--- src/rtl/led_pwm_driver_pkg.sv ---
// ============================================================================
// Module : led_pwm_driver_pkg
// Brief  : Shared register addresses and defaults for the LED PWM output stage
// Rev    : 1.0  initial release
// ============================================================================
`default_nettype none

package led_pwm_driver_pkg;

  // Register map seen on the config bus (also used by the IO decoder)
  localparam logic [1:0] LED_PWM_ADDR_DUTY  = 2'b00;
  localparam logic [1:0] LED_PWM_ADDR_MASK  = 2'b01;
  localparam logic [1:0] LED_PWM_ADDR_BLINK = 2'b10;

  // Default PWM counter width; period is 2^CNT_W clocks
  localparam int CNT_W_DEFAULT = 8;

  typedef enum logic [1:0] {
    CFG_DUTY   = LED_PWM_ADDR_DUTY,
    CFG_MASK   = LED_PWM_ADDR_MASK,
    CFG_BLINK  = LED_PWM_ADDR_BLINK,
    CFG_UNUSED = 2'b11
  } cfg_addr_e;

endpackage

`default_nettype wire

--- src/rtl/led_pwm_driver_if.sv ---
// ============================================================================
// Module : led_pwm_driver_if
// Brief  : Memory-mapped config bus (cs/write/addr/wdata) for the LED PWM stage
// Rev    : 1.0  initial release
// ============================================================================
`default_nettype none

interface led_pwm_driver_if;
  logic        cfgcs;
  logic        cfgwrite;
  logic [1:0]  cfgaddr;
  logic [31:0] cfgwdata;

  modport master (output cfgcs, cfgwrite, cfgaddr, cfgwdata);
  modport slave  (input  cfgcs, cfgwrite, cfgaddr, cfgwdata);
endinterface

`default_nettype wire

--- src/rtl/led_pwm_driver_blink_timer.sv ---
// ============================================================================
// Module : led_pwm_driver_blink_timer
// Brief  : Blink half-period counter and phase; restartable, disabled at half=0
// Rev    : 1.0  initial release
// ============================================================================
`default_nettype none

module led_pwm_driver_blink_timer #(
  parameter int BLINK_DIV_W = 24
) (
  input  wire logic                   clk,
  input  wire logic                   rst_n,
  input  wire logic                   restart,
  input  wire logic [BLINK_DIV_W-1:0] half,
  output logic                        phase
);

  localparam logic [BLINK_DIV_W-1:0] CNT_ONE = {{(BLINK_DIV_W-1){1'b0}}, 1'b1};

  logic [BLINK_DIV_W-1:0] blink_cnt;

  // Count 0..half-1 and toggle the phase on each rollover; restart or half=0 parks at phase 1
  always_ff @(posedge clk or negedge rst_n) begin
    if (!rst_n) begin
      blink_cnt <= '0;
      phase     <= 1'b1;
    end else if (restart || (half == '0)) begin
      blink_cnt <= '0;
      phase     <= 1'b1;
    end else if (blink_cnt == (half - CNT_ONE)) begin
      blink_cnt <= '0;
      phase     <= ~phase;
    end else begin
      blink_cnt <= blink_cnt + CNT_ONE;
    end
  end

endmodule

`default_nettype wire

--- src/rtl/led_pwm_driver.sv ---
// ============================================================================
// Module : led_pwm_driver
// Brief  : LED output stage: global brightness PWM with shadowed duty plus
//          per-bit blinking, two-stage registered datapath to the pins
// Rev    : 1.0  initial release
// ============================================================================
`default_nettype none

module led_pwm_driver
  import led_pwm_driver_pkg::*;
#(
  parameter int LED_N       = 16,
  parameter int CNT_W       = CNT_W_DEFAULT,
  parameter int BLINK_DIV_W = 24
) (
  input  wire logic              led_clk,
  input  wire logic              ledrst_n,
  input  wire logic [LED_N-1:0]  led_in,
  led_pwm_driver_if.slave        cfg,
  output logic      [LED_N-1:0]  led_pwm,
  output logic                   pwm_sync
);

  localparam logic [CNT_W:0]   DUTY_FULL = {1'b1, {CNT_W{1'b0}}};
  localparam logic [CNT_W-1:0] PWM_ONE   = {{(CNT_W-1){1'b0}}, 1'b1};

  logic [CNT_W-1:0]       pwm_cnt;
  logic [CNT_W:0]         duty_pend;
  logic [CNT_W:0]         duty_act;
  logic [LED_N-1:0]       blink_mask;
  logic [BLINK_DIV_W-1:0] blink_half;
  logic [LED_N-1:0]       led_q;
  logic                   blink_phase;

  logic                   cfg_we;
  logic                   blink_restart;
  logic                   pwm_wrap;
  logic                   pwm_on;
  logic [CNT_W:0]         duty_wr;
  logic [LED_N-1:0]       blink_gate;
  logic                   unused_wdata;

  assign cfg_we        = cfg.cfgcs & cfg.cfgwrite;
  assign blink_restart = cfg_we & (cfg.cfgaddr == CFG_BLINK);
  assign pwm_wrap      = &pwm_cnt;
  assign pwm_on        = ({1'b0, pwm_cnt} < duty_act);
  assign unused_wdata  = &{1'b0, cfg.cfgwdata[31:BLINK_DIV_W]};

  // Saturate the written duty to full-on
  always_comb begin
    duty_wr = cfg.cfgwdata[CNT_W:0];
    if (duty_wr > DUTY_FULL) begin
      duty_wr = DUTY_FULL;
    end
  end

  // Bits outside the blink mask always pass; masked bits follow the blink phase
  assign blink_gate = ~blink_mask | {LED_N{blink_phase}};

  // Config registers: written only on a selected write strobe
  always_ff @(posedge led_clk or negedge ledrst_n) begin
    if (!ledrst_n) begin
      duty_pend  <= DUTY_FULL;
      blink_mask <= '0;
      blink_half <= '0;
    end else if (cfg_we) begin
      case (cfg.cfgaddr)
        CFG_DUTY:  duty_pend  <= duty_wr;
        CFG_MASK:  blink_mask <= cfg.cfgwdata[LED_N-1:0];
        CFG_BLINK: blink_half <= cfg.cfgwdata[BLINK_DIV_W-1:0];
        default:   ;
      endcase
    end
  end

  // Free-running PWM counter; the active duty only changes at the period wrap
  always_ff @(posedge led_clk or negedge ledrst_n) begin
    if (!ledrst_n) begin
      pwm_cnt  <= '0;
      duty_act <= DUTY_FULL;
    end else begin
      pwm_cnt <= pwm_cnt + PWM_ONE;
      if (pwm_wrap) begin
        duty_act <= duty_pend;
      end
    end
  end

  // Two-stage output: capture the pattern, then gate it with PWM and blink
  always_ff @(posedge led_clk or negedge ledrst_n) begin
    if (!ledrst_n) begin
      led_q    <= '0;
      led_pwm  <= '0;
      pwm_sync <= 1'b0;
    end else begin
      led_q    <= led_in;
      led_pwm  <= led_q & {LED_N{pwm_on}} & blink_gate;
      pwm_sync <= (pwm_cnt == '0);
    end
  end

  led_pwm_driver_blink_timer #(
    .BLINK_DIV_W (BLINK_DIV_W)
  ) u_blink_timer (
    .clk     (led_clk),
    .rst_n   (ledrst_n),
    .restart (blink_restart),
    .half    (blink_half),
    .phase   (blink_phase)
  );

endmodule

`default_nettype wire

--- src/flat_wrapper.sv ---
// flat-port wrapper written by rule: the top's interface ports become plain ports
module led_pwm_driver_flat import led_pwm_driver_pkg::*;
#(
  parameter int LED_N       = 16,
  parameter int CNT_W       = CNT_W_DEFAULT,
  parameter int BLINK_DIV_W = 24
)
  (led_clk, ledrst_n, led_in, led_pwm, pwm_sync, cfg_cfgcs, cfg_cfgwrite, cfg_cfgaddr, cfg_cfgwdata);
  led_pwm_driver_if cfg_i ();
  input  wire logic led_clk;
  input  wire logic ledrst_n;
  input  wire logic [LED_N-1:0] led_in;
  output logic      [LED_N-1:0] led_pwm;
  output logic pwm_sync;
  input wire logic [$bits(cfg_i.cfgcs)-1:0] cfg_cfgcs;
  input wire logic [$bits(cfg_i.cfgwrite)-1:0] cfg_cfgwrite;
  input wire logic [$bits(cfg_i.cfgaddr)-1:0] cfg_cfgaddr;
  input wire logic [$bits(cfg_i.cfgwdata)-1:0] cfg_cfgwdata;
  assign cfg_i.cfgcs = cfg_cfgcs;
  assign cfg_i.cfgwrite = cfg_cfgwrite;
  assign cfg_i.cfgaddr = cfg_cfgaddr;
  assign cfg_i.cfgwdata = cfg_cfgwdata;
  led_pwm_driver #(.LED_N(LED_N), .CNT_W(CNT_W), .BLINK_DIV_W(BLINK_DIV_W)) u_core (.led_clk(led_clk), .ledrst_n(ledrst_n), .led_in(led_in), .cfg(cfg_i), .led_pwm(led_pwm), .pwm_sync(pwm_sync));
endmodule
--- config.mk ---
export PLATFORM = sky130hd
export DESIGN_NAME = led_pwm_driver_flat
export DESIGN_NICKNAME = d
export VERILOG_FILES = /design/src/rtl/led_pwm_driver_pkg.sv /design/src/rtl/led_pwm_driver_if.sv /design/src/rtl/led_pwm_driver_blink_timer.sv /design/src/rtl/led_pwm_driver.sv /design/src/flat_wrapper.sv
export SDC_FILE = /design/constraint.sdc
export NUM_CORES = 1
export LEC_CHECK = 0
export ABC_AREA = 0
export BUFFER_PORTS_ARGS = -buffer_cell sky130_fd_sc_hd__buf_2
export CORE_UTILIZATION = 54
export DETAILED_ROUTE_END_ITERATION = 10
export MAX_ROUTING_LAYER = met4
export PLACE_DENSITY = 0.76
export SETUP_SLACK_MARGIN = 0.1
export SLEW_MARGIN = 20
export SYNTH_ARGS = -nofsm -noshare
export SYNTH_HDL_FRONTEND = slang
export SYNTH_SLANG_ARGS = --single-unit
--- constraint.sdc ---
create_clock -name led_clk -period 3.92 [get_ports led_clk]
set_input_delay 0.392 -clock led_clk [delete_from_list [all_inputs] [get_ports led_clk]]
set_output_delay 0.392 -clock led_clk [all_outputs]
set_load 0.02 [all_outputs]
==> flow_summary.json <==
{
  "hold_path_class": "in2async",
  "ios": 71,
  "final_cell_mix": "dfrtp_1 (121), buf_2 (61), mux2_2 (43)",
  "synth_top_cell_by_area": "dfrtp_1",
  "antenna_found_initial": 0,
  "drc_errors": 0,
  "ant_nets": 0,
  "ys_ff_latch": 124,
  "p_leak_uw": 0.00320,
  "status": "complete, but fails checks",
  "fin_worst_skew_ns": 0.00766,
  "violations": "negative hold slack",
  "dp_hpwl_mm": 8.04,
  "maxCapViolations": 0,
  "cts_setup_buffers": 0,
  "grt_util_all_layers_pct": 25.5,
  "critical_path.slowest_cell": "o41ai_1",
  "grt_remaining_overflow": 0,
  "worstSetupStartpointType": "flop",
  "wl_per_cell_um": 16.6,
  "cp.required_ns": 4.32,
  "n_antenna_cell": 0,
  "crit_fanout": 23,
  "yosysTopAreaCellShare_pct": 52.2,
  "die_w_um": 106,
  "grt_pass1_wl_mm": 21.2,
  "power_density_mw_per_mm2": 525,
  "syn2layout_area_growth_pct": 20.9,
  "finalWeightedCongestion": 0.860,
  "ys_top_cells_by_area": "dfrtp_1 (52%), mux2_2 (8.3%), xor2_1 (4.2%)",
  "critical-path-max-stage-delay_ns": 0.57,
  "fmax_ghz": 0.294,
  "numClockSinks": 124,
  "clk_pin_slew_ns": 0.06,
  "cpMostUsedCell": "buf_4",
  "synth_edf_count": 0,
  "period_share_pct": 86.9,
  "reg2reg_depth": 12,
  "synthArstFlopShare_pct": 100,
  "path_cells": "inv_1 -> ha_1 -> nor4b_1 -> buf_4 -> nand4_1 -> o41ai_1 -> o211ai_1 -> nor4_2 -> o2111ai_2 -> nand2_2 -> buf_4 -> nor2_1",
  "yosys_warnings": 0,
  "finalSetupViolations": 0,
  "endpoint_kind": "flop",
  "slew_headroom_pct": 21.4,
  "n_fill_cell": 751,
  "drive_above_1_share_pct": 28.1,
  "synthDistinctLibCells": 52,
  "crit_type": "reg2reg",
  "vias_per_cell": 5.55,
  "rsz0062_at_grt": "false",
  "synth_area_per_cell_um2": 11.0,
  "io_buffers": 62,
  "drt-pass1-iter-count": 4,
  "grt_pass1_vias": 4300,
  "synth_nets": 594,
  "cts_tree": "done",
  "die-area_mm2": 0.0112,
  "vias": 4231,
  "critPathArrivalTime_ns": 3.80,
  "irDropWorstVdd_mv": 0.375,
  "numCtsBuffers": 17,
  "root_buffer": "clkbuf_8",
  "drv_slew": 0,
  "ys_seq_area_share_pct": 53.5,
  "syn_inst": 529,
  "period_needed_ns": 3.41,
  "syn_area_mm2": 0.00581,
  "clockBufferDepth": 2,
  "synth_top_flop_cell": "dfrtp_1",
  "initial_core_util_pct": 56.0,
  "num_rows": 37,
  "die_h_um": 106,
  "final_nets": 679,
  "hold_violations": 20,
  "tightestPinTransition_ns": 1.17,
  "layout_commonest_cell": "dfrtp_1",
  "grt_start_max_net_pins": 70,
  "fin_tns_setup_ns": 0,
  "worst_hold_slack_ns": -0.0413,
  "drt_iter0_drc": 279,
  "core_mm2": 0.0104,
  "insertion_delay_ns": 0.53,
  "ctsHtreeMaxLevel": 4,
  "wl_mm": 12.7
}
[path summary, 6_finish.rpt]
kind                                 startpoint                           endpoint  slack (ns)
min reg2reg                 u_core.duty_pend[5]                 u_core.duty_act[5]        0.48
min in group led_clk           cfg_cfgwdata[19]              u_core.blink_half[19]        0.10
max                        u_core.blink_half[0]  u_core.u_blink_timer.blink_cnt[3]        0.51
min                                    ledrst_n                 u_core.duty_act[1]       -0.04
max in group asynchronous              ledrst_n         u_core.u_blink_timer.phase        2.99
max reg2reg                u_core.blink_half[0]  u_core.u_blink_timer.blink_cnt[3]        0.51
[layout make-up]
cell class / instances / area (µm²) / area share [%]
well taps: 136 / 170 / 2.42
clock inverters: 12 / 159 / 2.26
inverters: 33 / 124 / 1.76
repair buffers: 85 / 526 / 7.49
clock buffers: 20 / 455 / 6.49
multi-input cells: 353 / 2480 / 35.3
flip-flops and latches: 124 / 3110 / 44.3
[flip-flops by register name, indices dropped and copies added (netlist names)]
signal / flops
u_core.blink_half: 24
u_core.blink_mask: 16
u_core.duty_act: 9
u_core.duty_pend: 9
u_core.led_pwm: 16
u_core.led_q: 16
u_core.pwm_cnt: 8
u_core.pwm_sync: 1
u_core.u_blink_timer.blink_cnt: 24
u_core.u_blink_timer.phase: 1
[logic make-up after synthesis]
logic type | share of synthesized area, %
adders and majority gates | 2.37
buffers and inverters | 3.77
xor gates and xnor gates | 8.15
and+or+nand+nor | 15.4
DFF | 53.5
AOI/OAI and AO/OA | 8.15
muxes | 8.69
[synthesized netlist by cell type (5+ instances only)]
cell and n:
dfrtp_1 121, mux2_2 43, o21ai_0 37, inv_1 33, nand2_1 31, xor2_1 28, nor2_1 26, xnor2_1 26
a21oi_1 20, nor2_2 20, nand3_1 18, clkbuf_1 14, ha_1 11, nand2b_1 11, nor3_1 9, nand4_1 7
nand3b_1 6, nor4_1 6, a21o_1 5
[worst max-delay path: cells and delay by family, from the launching register on]
| kind | cells | cell delay (ns) |
|---|---|---|
| adders and majority gates | 1 | 0.24 |
| buffers and inverters | 3 | 0.60 |
| DFF | 1 | 0.42 |
| and+or+nand+nor | 5 | 1.00 |
| AOI/OAI and AO/OA | 3 | 1.00 |
[timing repair]
item                      in CTS  in global routing
resized for setup              0                  0
hold buffers                  16                  0
hold endpoints to repair      16                  0
[where the power goes]
part           internal, µW  switching, µW
logic                   253            243
clock network          1020            583
registers              1420            156
total                  2700            982
[stage by stage]
step           cells  util [%]  worst slack [ns]  total power (µW)  area, µm²
2_1_floorplan    529         -             0.887              1920       5810
3_3_place_gp     715      60.2             0.713              2040       6250
3_5_place_dp     715      60.2             0.661              2070       6250
4_1_cts          763      67.7             0.516              3690       7020
5_1_grt          763      67.7             0.284              3840       7020
6_report         763      67.7             0.514              3680       7020
[metal layers]
layer / track usage [%] / up-vias / part of all wire, %
li1: - / 1992 / -
met1: 30.6 / 2115 / 42
met2: 41.6 / 88 / 52
met3: 5.57 / 36 / 3.3
met4: 11.1 / 0 / 2.6
met5: - / - / 0
Note: power is estimated with default switching activity, not from simulation.
